<file path="config.mk">
export PLATFORM = sky130hd
export DESIGN_NAME = tsense_seq
export DESIGN_NICKNAME = d
export VERILOG_FILES = /design/src/rtl/tsense_pkg.sv /design/src/rtl/tsense_cmp_sync.sv /design/src/rtl/tsense_seq.sv
export SDC_FILE = /design/constraint.sdc
export NUM_CORES = 1
export LEC_CHECK = 0
export ABC_CLOCK_PERIOD_IN_PS = 3060
export CORE_ASPECT_RATIO = 0.7
export CORE_MARGIN = 1
export CORE_UTILIZATION = 57
export DETAILED_ROUTE_END_ITERATION = 12
export DONT_BUFFER_PORTS = 1
export GPL_TIMING_DRIVEN = 0
export PLACE_DENSITY = 0.81
export SLEW_MARGIN = 10
export SYNTH_ARGS = -nofsm -noshare
export SYNTH_HDL_FRONTEND = slang
export SYNTH_SLANG_ARGS = --single-unit
</file>
<file path="constraint.sdc">
create_clock -name clk -period 3.06 [get_ports clk]
set_clock_uncertainty 0.1 [all_clocks]
set_input_delay 0.153 -clock clk [delete_from_list [all_inputs] [get_ports clk]]
set_output_delay 0.153 -clock clk [all_outputs]
set_load 0.1 [all_outputs]
</file>
<file path="src/rtl/tsense_pkg.sv">
// Shared types and width helper for the temperature-sense sequencer.
package tsense_pkg;

    // Sequencer states
    typedef enum logic [3:0] {
        ST_IDLE      = 4'd0,
        ST_PRECHARGE = 4'd1,
        ST_BLANK     = 4'd2,
        ST_BIGDIODE  = 4'd3,
        ST_DIODE     = 4'd4,
        ST_HCHARGE   = 4'd5,
        ST_LCHARGE   = 4'd6,
        ST_OUTPUT    = 4'd7,
        ST_HOLD      = 4'd8
    } state_e;

    // Bits needed to index n distinct values (minimum 1)
    function automatic int unsigned width_of(input int unsigned n);
        return (n <= 1) ? 1 : $clog2(n);
    endfunction

endpackage

</file>
<file path="src/rtl/tsense_cmp_sync.sv">
// Two-flop synchroniser bringing the analog comparator into the clk domain.
module tsense_cmp_sync (
    input  logic clk,
    input  logic reset_n,
    input  logic cmp,
    output logic scmp
);

    logic meta_q;
    logic scmp_q;

    // Double-register the asynchronous comparator level
    always_ff @(posedge clk or negedge reset_n) begin
        if (!reset_n) begin
            meta_q <= 1'b0;
            scmp_q <= 1'b0;
        end else begin
            meta_q <= cmp;
            scmp_q <= meta_q;
        end
    end

    assign scmp = scmp_q;

endmodule

</file>
<file path="src/rtl/tsense_seq.sv">
// Diode temperature-sense conversion sequencer: switch phasing, tracking
// counter, H/L accumulation and result handshake.
module tsense_seq
    import tsense_pkg::*;
#(
    parameter  int unsigned N_CH       = 4,
    parameter  int unsigned PRECHG_CYC = 26,
    parameter  int unsigned DIODE_CYC  = 9,
    parameter  int unsigned CHARGE_CYC = 6,
    parameter  int unsigned N_AVG      = 4,
    parameter  int unsigned TRK_MAX    = 63,
    localparam int unsigned CH_W       = width_of(N_CH),
    localparam int unsigned TRK_W      = width_of(TRK_MAX + 1),
    localparam int unsigned ACC_W      = TRK_W + width_of(2 * N_AVG)
) (
    input  logic             clk,
    input  logic             reset_n,
    input  logic             cmp,
    input  logic             start,
    input  logic             scan,
    input  logic [CH_W-1:0]  ch_in,
    input  logic             res_ready,
    output logic             PI1,
    output logic             PI2,
    output logic             PII1,
    output logic             PII2,
    output logic             PA,
    output logic             PB,
    output logic             PC,
    output logic             PD,
    output logic             s_BG2CMP,
    output logic             preChrg,
    output logic             setupBias,
    output logic             src_n,
    output logic             snk,
    output logic             cmp_p1,
    output logic             cmp_p2,
    output logic [CH_W-1:0]  ch_sel,
    output logic             busy,
    output logic             res_valid,
    output logic [ACC_W-1:0] res_data,
    output logic [CH_W-1:0]  res_ch,
    output logic             res_err
);

    localparam int unsigned CYC_MAX =
        (PRECHG_CYC > DIODE_CYC) ? ((PRECHG_CYC > CHARGE_CYC) ? PRECHG_CYC : CHARGE_CYC)
                                 : ((DIODE_CYC  > CHARGE_CYC) ? DIODE_CYC  : CHARGE_CYC);
    localparam int unsigned CNT_W  = width_of(CYC_MAX);
    localparam int unsigned ITER_W = width_of(N_AVG + 1);

    logic scmp;

    state_e             state_q, state_d, tgt_q, tgt_d;
    logic [CNT_W-1:0]   cnt_q, cnt_d;
    logic [TRK_W-1:0]   trk_q, trk_d, trk_inc;
    logic [ACC_W-1:0]   acc_q, acc_d;
    logic [ITER_W-1:0]  iter_q, iter_d;
    logic [CH_W-1:0]    ch_q, ch_d;
    logic               err_q, err_d, hchg_q, hchg_d, lchg_q, lchg_d;
    logic               ref_q, ref_d, p1_q, p1_d, p2_q, p2_d, arm_q, arm_d;
    logic               pi_q, pi_d, pii_q, pii_d, pa_q, pa_d, pb_q, pb_d;
    logic               pc_q, pc_d, pd_q, pd_d, bg_q, bg_d, pre_q, pre_d;
    logic               src_q, src_d, snk_q, snk_d, busy_q, busy_d, valid_q, valid_d;

    tsense_cmp_sync u_sync (
        .clk     (clk),
        .reset_n (reset_n),
        .cmp     (cmp),
        .scmp    (scmp)
    );

    // Tracking count including the current cycle, saturating at the timeout
    assign trk_inc = (trk_q == TRK_W'(TRK_MAX)) ? trk_q : trk_q + TRK_W'(1);

    // Next-state and datapath update; nothing moves until one cycle after reset release
    always_comb begin
        state_d = state_q;
        tgt_d   = tgt_q;
        cnt_d   = cnt_q;
        trk_d   = trk_q;
        acc_d   = acc_q;
        iter_d  = iter_q;
        ch_d    = ch_q;
        err_d   = err_q;
        hchg_d  = hchg_q;
        lchg_d  = lchg_q;
        ref_d   = ref_q;
        p1_d    = p1_q;
        p2_d    = p2_q;
        arm_d   = 1'b1;
        if (arm_q) begin
            case (state_q)
                ST_IDLE: begin
                    if (start) begin
                        ch_d    = ch_in;
                        acc_d   = '0;
                        iter_d  = '0;
                        err_d   = 1'b0;
                        hchg_d  = 1'b0;
                        lchg_d  = 1'b0;
                        cnt_d   = '0;
                        state_d = ST_PRECHARGE;
                    end
                end
                ST_PRECHARGE: begin
                    if (cnt_q == CNT_W'(PRECHG_CYC - 1)) begin
                        cnt_d   = '0;
                        p1_d    = ~p1_q;
                        p2_d    = ~p2_q;
                        tgt_d   = ST_BIGDIODE;
                        state_d = ST_BLANK;
                    end else begin
                        cnt_d = cnt_q + CNT_W'(1);
                    end
                end
                ST_BLANK: begin
                    ref_d   = scmp;
                    cnt_d   = '0;
                    trk_d   = '0;
                    state_d = tgt_q;
                end
                ST_BIGDIODE: begin
                    trk_d = trk_inc;
                    if ((scmp != ref_q) || (trk_inc == TRK_W'(TRK_MAX))) begin
                        if (scmp == ref_q) begin
                            err_d = 1'b1;
                        end
                        acc_d   = acc_q + ACC_W'(trk_inc);
                        trk_d   = '0;
                        tgt_d   = ST_DIODE;
                        state_d = ST_BLANK;
                    end
                end
                ST_DIODE: begin
                    if (cnt_q == CNT_W'(DIODE_CYC - 1)) begin
                        cnt_d   = '0;
                        p1_d    = ~p1_q;
                        p2_d    = ~p2_q;
                        tgt_d   = hchg_q ? ST_LCHARGE : ST_HCHARGE;
                        state_d = ST_BLANK;
                    end else begin
                        cnt_d = cnt_q + CNT_W'(1);
                    end
                end
                ST_HCHARGE: begin
                    if (cnt_q == CNT_W'(CHARGE_CYC - 1)) begin
                        cnt_d   = '0;
                        hchg_d  = 1'b1;
                        tgt_d   = ST_BIGDIODE;
                        state_d = ST_BLANK;
                    end else begin
                        cnt_d = cnt_q + CNT_W'(1);
                    end
                end
                ST_LCHARGE: begin
                    if (cnt_q == CNT_W'(CHARGE_CYC - 1)) begin
                        cnt_d   = '0;
                        lchg_d  = 1'b1;
                        state_d = ST_OUTPUT;
                    end else begin
                        cnt_d = cnt_q + CNT_W'(1);
                    end
                end
                ST_OUTPUT: begin
                    hchg_d = 1'b0;
                    lchg_d = 1'b0;
                    iter_d = iter_q + ITER_W'(1);
                    if (iter_d < ITER_W'(N_AVG)) begin
                        tgt_d   = ST_BIGDIODE;
                        state_d = ST_BLANK;
                    end else begin
                        state_d = ST_HOLD;
                    end
                end
                ST_HOLD: begin
                    if (res_ready) begin
                        if (scan) begin
                            ch_d    = (ch_q == CH_W'(N_CH - 1)) ? '0 : ch_q + CH_W'(1);
                            acc_d   = '0;
                            iter_d  = '0;
                            err_d   = 1'b0;
                            cnt_d   = '0;
                            state_d = ST_PRECHARGE;
                        end else begin
                            state_d = ST_IDLE;
                        end
                    end
                end
                default: state_d = ST_IDLE;
            endcase
        end
    end

    // Phase decode of the upcoming state so switch controls leave a flop
    always_comb begin
        pi_d    = 1'b0;
        pii_d   = 1'b0;
        pa_d    = 1'b0;
        pb_d    = 1'b0;
        pc_d    = 1'b0;
        pd_d    = 1'b0;
        bg_d    = 1'b0;
        pre_d   = 1'b0;
        src_d   = 1'b0;
        snk_d   = 1'b0;
        valid_d = 1'b0;
        busy_d  = (state_d != ST_IDLE);
        case (state_d)
            ST_PRECHARGE: begin
                pre_d = 1'b1;
                bg_d  = 1'b1;
                pb_d  = 1'b1;
                pc_d  = 1'b1;
                pd_d  = 1'b1;
            end
            ST_BIGDIODE: begin
                pi_d  = 1'b1;
                src_d = ~scmp;
                snk_d = scmp;
            end
            ST_DIODE: pii_d = 1'b1;
            ST_HCHARGE: begin
                pa_d = 1'b1;
                pb_d = 1'b1;
                bg_d = 1'b1;
            end
            ST_LCHARGE: begin
                pa_d = 1'b1;
                pc_d = 1'b1;
                bg_d = 1'b1;
            end
            ST_OUTPUT: begin
                pb_d = 1'b1;
                pc_d = 1'b1;
                pd_d = 1'b1;
            end
            ST_HOLD: begin
                pb_d    = 1'b1;
                pc_d    = 1'b1;
                pd_d    = 1'b1;
                valid_d = 1'b1;
            end
            default: ;
        endcase
    end

    // State, datapath and output registers
    always_ff @(posedge clk or negedge reset_n) begin
        if (!reset_n) begin
            state_q <= ST_IDLE;
            tgt_q   <= ST_IDLE;
            cnt_q   <= '0;
            trk_q   <= '0;
            acc_q   <= '0;
            iter_q  <= '0;
            ch_q    <= '0;
            err_q   <= 1'b0;
            hchg_q  <= 1'b0;
            lchg_q  <= 1'b0;
            ref_q   <= 1'b0;
            p1_q    <= 1'b1;
            p2_q    <= 1'b0;
            arm_q   <= 1'b0;
            pi_q    <= 1'b0;
            pii_q   <= 1'b0;
            pa_q    <= 1'b0;
            pb_q    <= 1'b0;
            pc_q    <= 1'b0;
            pd_q    <= 1'b0;
            bg_q    <= 1'b0;
            pre_q   <= 1'b0;
            src_q   <= 1'b0;
            snk_q   <= 1'b0;
            busy_q  <= 1'b0;
            valid_q <= 1'b0;
        end else begin
            state_q <= state_d;
            tgt_q   <= tgt_d;
            cnt_q   <= cnt_d;
            trk_q   <= trk_d;
            acc_q   <= acc_d;
            iter_q  <= iter_d;
            ch_q    <= ch_d;
            err_q   <= err_d;
            hchg_q  <= hchg_d;
            lchg_q  <= lchg_d;
            ref_q   <= ref_d;
            p1_q    <= p1_d;
            p2_q    <= p2_d;
            arm_q   <= arm_d;
            pi_q    <= pi_d;
            pii_q   <= pii_d;
            pa_q    <= pa_d;
            pb_q    <= pb_d;
            pc_q    <= pc_d;
            pd_q    <= pd_d;
            bg_q    <= bg_d;
            pre_q   <= pre_d;
            src_q   <= src_d;
            snk_q   <= snk_d;
            busy_q  <= busy_d;
            valid_q <= valid_d;
        end
    end

    assign PI1       = pi_q;
    assign PI2       = pi_q;
    assign PII1      = pii_q;
    assign PII2      = pii_q;
    assign PA        = pa_q;
    assign PB        = pb_q;
    assign PC        = pc_q;
    assign PD        = pd_q;
    assign s_BG2CMP  = bg_q;
    assign preChrg   = pre_q;
    assign setupBias = pre_q;
    assign src_n     = src_q;
    assign snk       = snk_q;
    assign cmp_p1    = p1_q;
    assign cmp_p2    = p2_q;
    assign ch_sel    = ch_q;
    assign busy      = busy_q;
    assign res_valid = valid_q;
    assign res_data  = acc_q;
    assign res_ch    = ch_q;
    assign res_err   = err_q;

endmodule

</file>
==> results.cfg, run 1 <==
[sta]
whs_ns = 0.116
drv_slew = 0
finalCritPeriodShare = 0.999
setup_viol = 0
period_needed_ns = 3.06
fin_tns_setup_ns = 0
fmax_ghz = 0.327
worst_pin_slew_ns = 0.977
max-slew-margin-rel = 0.348
finalHoldViolations = 0

[critical_path]
arrival_ns = 3.17
reg2reg_setup_slack_ns = 0.003
crit_type = reg2reg
cp-end-kind = register
crit_fanout = 8
cp-start-kind = register
critPathRequiredTime_ns = 3.17

[clocking]
cts_tree = yes
clock_latency_ns = 0.32
path_clk_slew_ns = 0.10
clock_sinks = 52
root_buffer = clkbuf_8
ctsLongestPathBuffers = 2
htree_levels = 2
cts_buffers = 5

[synth]
yosysWarningCount = 0
synth_top_family_by_area = simple AND/OR/NAND/NOR gates
avgSynthCellArea_um2 = 9.27
ys_ff_latch = 52
async_flop_share = 1.00
synthCells = 340
synth_edf_count = 0
synth_simple_gate_area_frac = 0.210
yosys.area_share.adder = 0.0540
synth_xor_area_frac = 0.0250
ys_types = 71
ys_seq_area_frac = 0.413
syn_area_um2 = 3150
synth_ff_type = dfrtp_1
synthesis.nets = 361
synth_compound_area_frac = 0.206
muxShareOfSynthArea = 0.0171

[grt]
grt_overflow = 0
grt_first_pass_wirelength_um = 11300
antenna_found_initial = 0
grt_max_degree = 53
grtUsageMet1 = 0.367
grt_pass1_vias = 2387
met3_usage = 0.0512
grt_use_met2 = 0.364
busiest_layer = met1
grt.total_usage = 0.248

[floorplanning]
ios = 39
core_area_um2 = 5290
initial_core_util = 0.596
rows = 22
die_h_um = 64.2
dieArea_um2 = 5830
fp.dieW_um = 90.9

[finish]
layout-drive-gt1-share = 0.213
regArea_um2 = 1300
diodes = 0
final_cell_mix = dfrtp_1 (51), nand2_1 (24), o21ai_0 (24)
num-nets-final = 381
fill_cells = 407
final_common_cell = dfrtp_1
area_growth_pct = 12.6
multi_input_area_um2 = 1700
final_core_util = 0.671

[detailed_routing]
wl_per_cell_um = 16.6
drc = 0
routed_wl_um = 7210
vias = 2642
vias_per_cell = 6.10
drtIter0Drc = 313
ant_nets = 0
dr.pass1.iters = 6

[power]
max-vdd-ir-drop_v = 0.000872
p_int_mw = 1.46
p_clk_frac = 0.128
seqPwrFrac = 0.470
total_power_mw = 3.25
switching_power_mw = 1.80
power.density_nw_per_um2 = 917
sw_frac_of_total = 0.552
p_leak_nw = 1.52
comb_power_share = 0.402

[place]
dpl.hpwl_um = 4740
port_buffers = 0
finalWeightedCongestion = 0.866

[flow_run]
maxCapViolCount = 0

[hold_path]
hold_path_class = in2reg

[run_status]
status = finished clean
-- final timing paths --
| check | start | endpoint | cells past startpoint |
|---|---|---|---|
| worst min-delay path | res_ready | state_q[3]$_DFF_PN0_ | 3 |
| worst max register to register | trk_q[1]$_DFFE_PN0P_ | res_data[4]$_DFFE_PN0P_ | 15 |
| max in group asynchronous | reset_n | cmp_p1$_DFFE_PN1P_ | 2 |
| min in group asynchronous | reset_n | trk_q[2]$_DFFE_PN0P_ | 2 |
| worst max-delay path | trk_q[1]$_DFFE_PN0P_ | res_data[4]$_DFFE_PN0P_ | 15 |
| worst min register to register | u_sync.meta_q$_DFF_PN0_ | u_sync.scmp$_DFF_PN0_ | 0 |
-- cells in the mapped netlist (4+ instances only) --
| library cell | n | area share |
|---|---|---|
| nand2_1 | 25 | 0.030 |
| nor3_1 | 7 | 0.011 |
| buf_2 | 5 | 0.0079 |
| buf_4 | 10 | 0.024 |
| nor2_1 | 21 | 0.025 |
| nor2b_1 | 7 | 0.014 |
| a22o_1 | 4 | 0.011 |
| dfrtp_1 | 51 | 0.41 |
| xnor2_1 | 8 | 0.022 |
| o211ai_1 | 7 | 0.017 |
| a31oi_1 | 4 | 0.0079 |
| o21ai_0 | 28 | 0.044 |
| inv_1 | 22 | 0.026 |
| or3_1 | 6 | 0.012 |
| nand2b_1 | 6 | 0.012 |
| ha_1 | 12 | 0.048 |
| nand3_1 | 17 | 0.027 |
| o21ai_1 | 5 | 0.0079 |
| a21oi_1 | 17 | 0.027 |
-- registers in the layout, indices dropped and copies added (netlist names), 2 cells and up --
| signal | flops |
|---|---|
| ch_sel | 2 |
| state_q | 4 |
| cnt_q | 5 |
| tgt_q | 3 |
| trk_q | 6 |
| res_data | 9 |
| iter_q | 3 |
-- kinds of logic (layout without fill, tap and decap cells) --
family / after synthesis / in the layout
AND/OR/NAND/NOR: 120 / 120
AO/OA/AOI/OAI: 96 / 96
flip-flops: 52 / 52
buffers and inverters: 44 / 65
adder cells (fa/ha/maj): 13 / 13
XOR/XNOR: 9 / 9
multiplexers: 5 / 5
other: 1 / 1
-- through the flow --
stage	cells	instance area (um2)	worst slack, ns
detailed placement	412	3240	-0.266
global route	433	3550	-0.0791
finish	433	3550	0.00301
global placement	412	3240	-0.169
floorplan	340	3150	0.124
CTS	430	3450	0.00449
-- cell type report --
cell class                      count  share of cell area
Multi-Input combinational cell    244               0.479
Sequential cell                    52               0.367
Buffer                             21              0.0409
Timing Repair Buffer               13              0.0360
Tap cell                           72              0.0254
Inverter                           23              0.0243
Clock buffer                        5              0.0194
Clock inverter                      3             0.00741
-- critical path, cell delays in order, from the launching register on --
cell      delay (ns)
dfrtp_1         0.39
ha_2            0.18
buf_6           0.13
nand3_2         0.12
nor2_4          0.23
xnor2_2         0.16
ha_2            0.22
inv_1           0.06
fa_2            0.37
nor2b_2         0.13
o21ai_2         0.08
a21boi_2        0.22
buf_4           0.15
buf_4           0.09
nor3_1          0.04
mux2_2          0.27
-- routing by layer --
layer  share of wire  wire length (um)
met2            0.44              3150
met5               0                 0
met1            0.47              3370
met4           0.019               134
met3           0.077               553
-- power groups by stage --
stage | Combinational (mW) | Sequential, mW | Clock [mW]
2_1_floorplan | 0.990 | 1.51 | 0
3_3_place_gp | 1.15 | 1.54 | 0
3_5_place_dp | 1.18 | 1.55 | 0
4_1_cts | 1.24 | 1.53 | 0.423
5_1_grt | 1.43 | 1.55 | 0.446
6_report | 1.31 | 1.53 | 0.416
-- timing repair --
action | in CTS | in global routing
gates resized for setup | 3 | 20
hold endpoints to repair | 55 | 0
pin swaps | 2 | 8
endpoints found under the setup margin | 5 | 5
hold buffers | 5 | 0
setup buffers | 5 | 3
Note: power is estimated with default switching activity, not from simulation.
==> inputs of run 2 (changes only) <==
Settings changed: CELL_PAD_IN_SITES_DETAIL_PLACEMENT from default to 0, CELL_PAD_IN_SITES_GLOBAL_PLACEMENT from default to 2, CORE_UTILIZATION 57 to 36, PLACE_DENSITY 0.81 to default, PLACE_DENSITY_LB_ADDON from default to 0.1.
==> run 2 against run 1 <==
Effect of this change: utilization shrank 24 points; count of clock-buffer cells in the layout is the same; highest routed layer unchanged; total power grew 5.2%; cell count grew 12%; routed wire length grew 5.3%; register-to-register slack gained 0.12 ns; via count shrank 6.7%; critical path type unchanged; non-clock buffer count grew 2; global-route usage shrank 7.4 points.
==> results.cfg, run 2 (synthesis gave the netlist of run 1 again) <==
[detailed_routing]
drc = 0
dr.pass1.iters = 4
vias_per_cell = 5.10
wl_per_cell_um = 15.7
vias = 2464
drtIter0Drc = 100
ant_nets = 0
routed_wl_um = 7590

[clocking]
clock_latency_ns = 0.30
cts_tree = yes
htree_levels = 2
root_buffer = clkbuf_16
path_clk_slew_ns = 0.08
ctsLongestPathBuffers = 2
clock_sinks = 52
cts_buffers = 5

[finish]
final_area_um2 = 3660
area_growth_pct = 16.2
final_common_cell = dfrtp_1
final_cell_mix = dfrtp_1 (51), nand2_1 (25), o21ai_0 (24)
diodes = 0
layout-drive-gt1-share = 0.204
layout.cells.non_filler = 483
num-nets-final = 383
largest_register_ffs = 9

[flow_run]
maxCapViolCount = 0

[critical_path]
worst_path_dominant_cell_family = adder cells
critPathRequiredTime_ns = 3.15
arrival_ns = 3.02
crit_buf_inv = 2
crit_slowest_cell = dfrtp_1
cp_common_cell = o21ai_1
crit_type = reg2reg
cp-end-kind = register
crit_fanout = 7
critical_path.cell_chain = ha_1, buf_6, nand3_2, nor2_4, xnor2_2, ha_2, inv_1, fa_2, nor2b_1, o21ai_1, a21boi_2, nor3_1, o21ai_1, nand2_1, a32o_1
cp-start-kind = register
max_stage_delay_ns = 0.36

[sta]
finalHoldViolations = 0
period_needed_ns = 2.93
fmax_ghz = 0.341
setup_viol = 0
drv_slew = 0
grt_setup_unrepaired = true
finalCritPeriodShare = 0.958
max-slew-margin-rel = 0.314
whs_ns = 0.0815
worst_pin_slew_ns = 1.03

[floorplanning]
dieArea_um2 = 9140
initial_core_util = 0.372
fp.dieW_um = 114
rows = 28
core_area_um2 = 8480
ios = 39
die_h_um = 80.3

[place]
place_area_um2 = 3300
dp_cells = 460
finalWeightedCongestion = 0.776
dpl.hpwl_um = 5310
port_buffers = 0

[grt]
grt_pass1_vias = 2206
grt_first_pass_wirelength_um = 12100
antenna_found_initial = 0
grt.total_usage = 0.174
grt_overflow = 0
grt_max_degree = 53

[power]
p_leak_nw = 1.56
max-vdd-ir-drop_v = 0.000662
power.density_nw_per_um2 = 935

[hold_path]
hold_path_class = in2reg

[run_status]
status = finished clean
==> run 2: worst reg2reg max path, cell delays in order, from the launching register on <==
cell      delay (ns)
dfrtp_1         0.36
ha_1            0.16
buf_6           0.12
nand3_2         0.11
nor2_4          0.21
xnor2_2         0.17
ha_2            0.24
inv_1           0.06
fa_2            0.36
nor2b_1         0.14
o21ai_1         0.10
a21boi_2        0.20
nor3_1          0.08
o21ai_1         0.13
nand2_1         0.06
a32o_1          0.21
==> run 2: area by class of cell <==
type | count | area (um2)
Multi-Input combinational cell | 244 | 1680
Clock inverter | 3 | 25.0
Clock buffer | 5 | 125
Fill cell | 848 | 4820
Tap cell | 120 | 150
Inverter | 23 | 86.3
Sequential cell | 52 | 1300
Buffer | 21 | 145
Timing Repair Buffer | 15 | 143
==> run 2: power breakdown <==
group | switching (mW) | internal (mW) | total, mW
combinational | 0.842 | 0.457 | 1.30
sequential | 0.699 | 0.835 | 1.53
clock | 0.280 | 0.310 | 0.590
total | 1.82 | 1.60 | 3.42
==> run 2: final timing paths <==
kind                                           endpoint                    start  depth (start not counted)  slack (ns)
worst max-delay path            res_data[8]$_DFFE_PN0P_     trk_q[0]$_DFFE_PN0P_                         15        0.13
worst min-delay path               state_q[3]$_DFF_PN0_                res_ready                          3        0.08
worst max register to register  res_data[8]$_DFFE_PN0P_     trk_q[0]$_DFFE_PN0P_                         15        0.13
worst min register to register    u_sync.scmp$_DFF_PN0_  u_sync.meta_q$_DFF_PN0_                          0        0.25
max in group asynchronous            cmp_p1$_DFFE_PN1P_                  reset_n                          2        2.31
min in group asynchronous          trk_q[2]$_DFFE_PN0P_                  reset_n                          2        0.27
==> run 2: through the flow <==
| step | setup WS [ns] | power (mW) | utilization | TNS (ns) |
|---|---|---|---|---|
| after floorplan | 0.124 | 2.50 | - | 0 |
| after global placement | -0.345 | 2.76 | 0.389 | -0.936 |
| after detailed placement | -0.272 | 2.75 | 0.389 | -0.700 |
| after CTS | 0.0324 | 3.40 | 0.420 | 0 |
| after global routing | -0.0279 | 3.64 | 0.432 | -0.0467 |
| final | 0.127 | 3.42 | 0.432 | 0 |
==> run 2: what timing repair did <==
| action | in CTS | in global routing |
|---|---|---|
| pin swaps | 2 | 4 |
| hold buffers | 5 | 0 |
| endpoints found under the hold margin | 55 | 0 |
| setup buffers | 3 | 7 |
| setup endpoints to repair | 5 | 5 |
| resized for setup | 6 | 12 |
==> run 2: metal layers <==
| metal | vias to the layer above | GRT usage | routed length (um) |
|---|---|---|---|
| li1 | 1254 | - | - |
| met1 | 1155 | 0.294 | 4410 |
| met2 | 51 | 0.210 | 2790 |
| met3 | 4 | 0.0423 | 347 |
| met4 | 0 | 0.0312 | 42 |
| met5 | - | 0 | 0 |
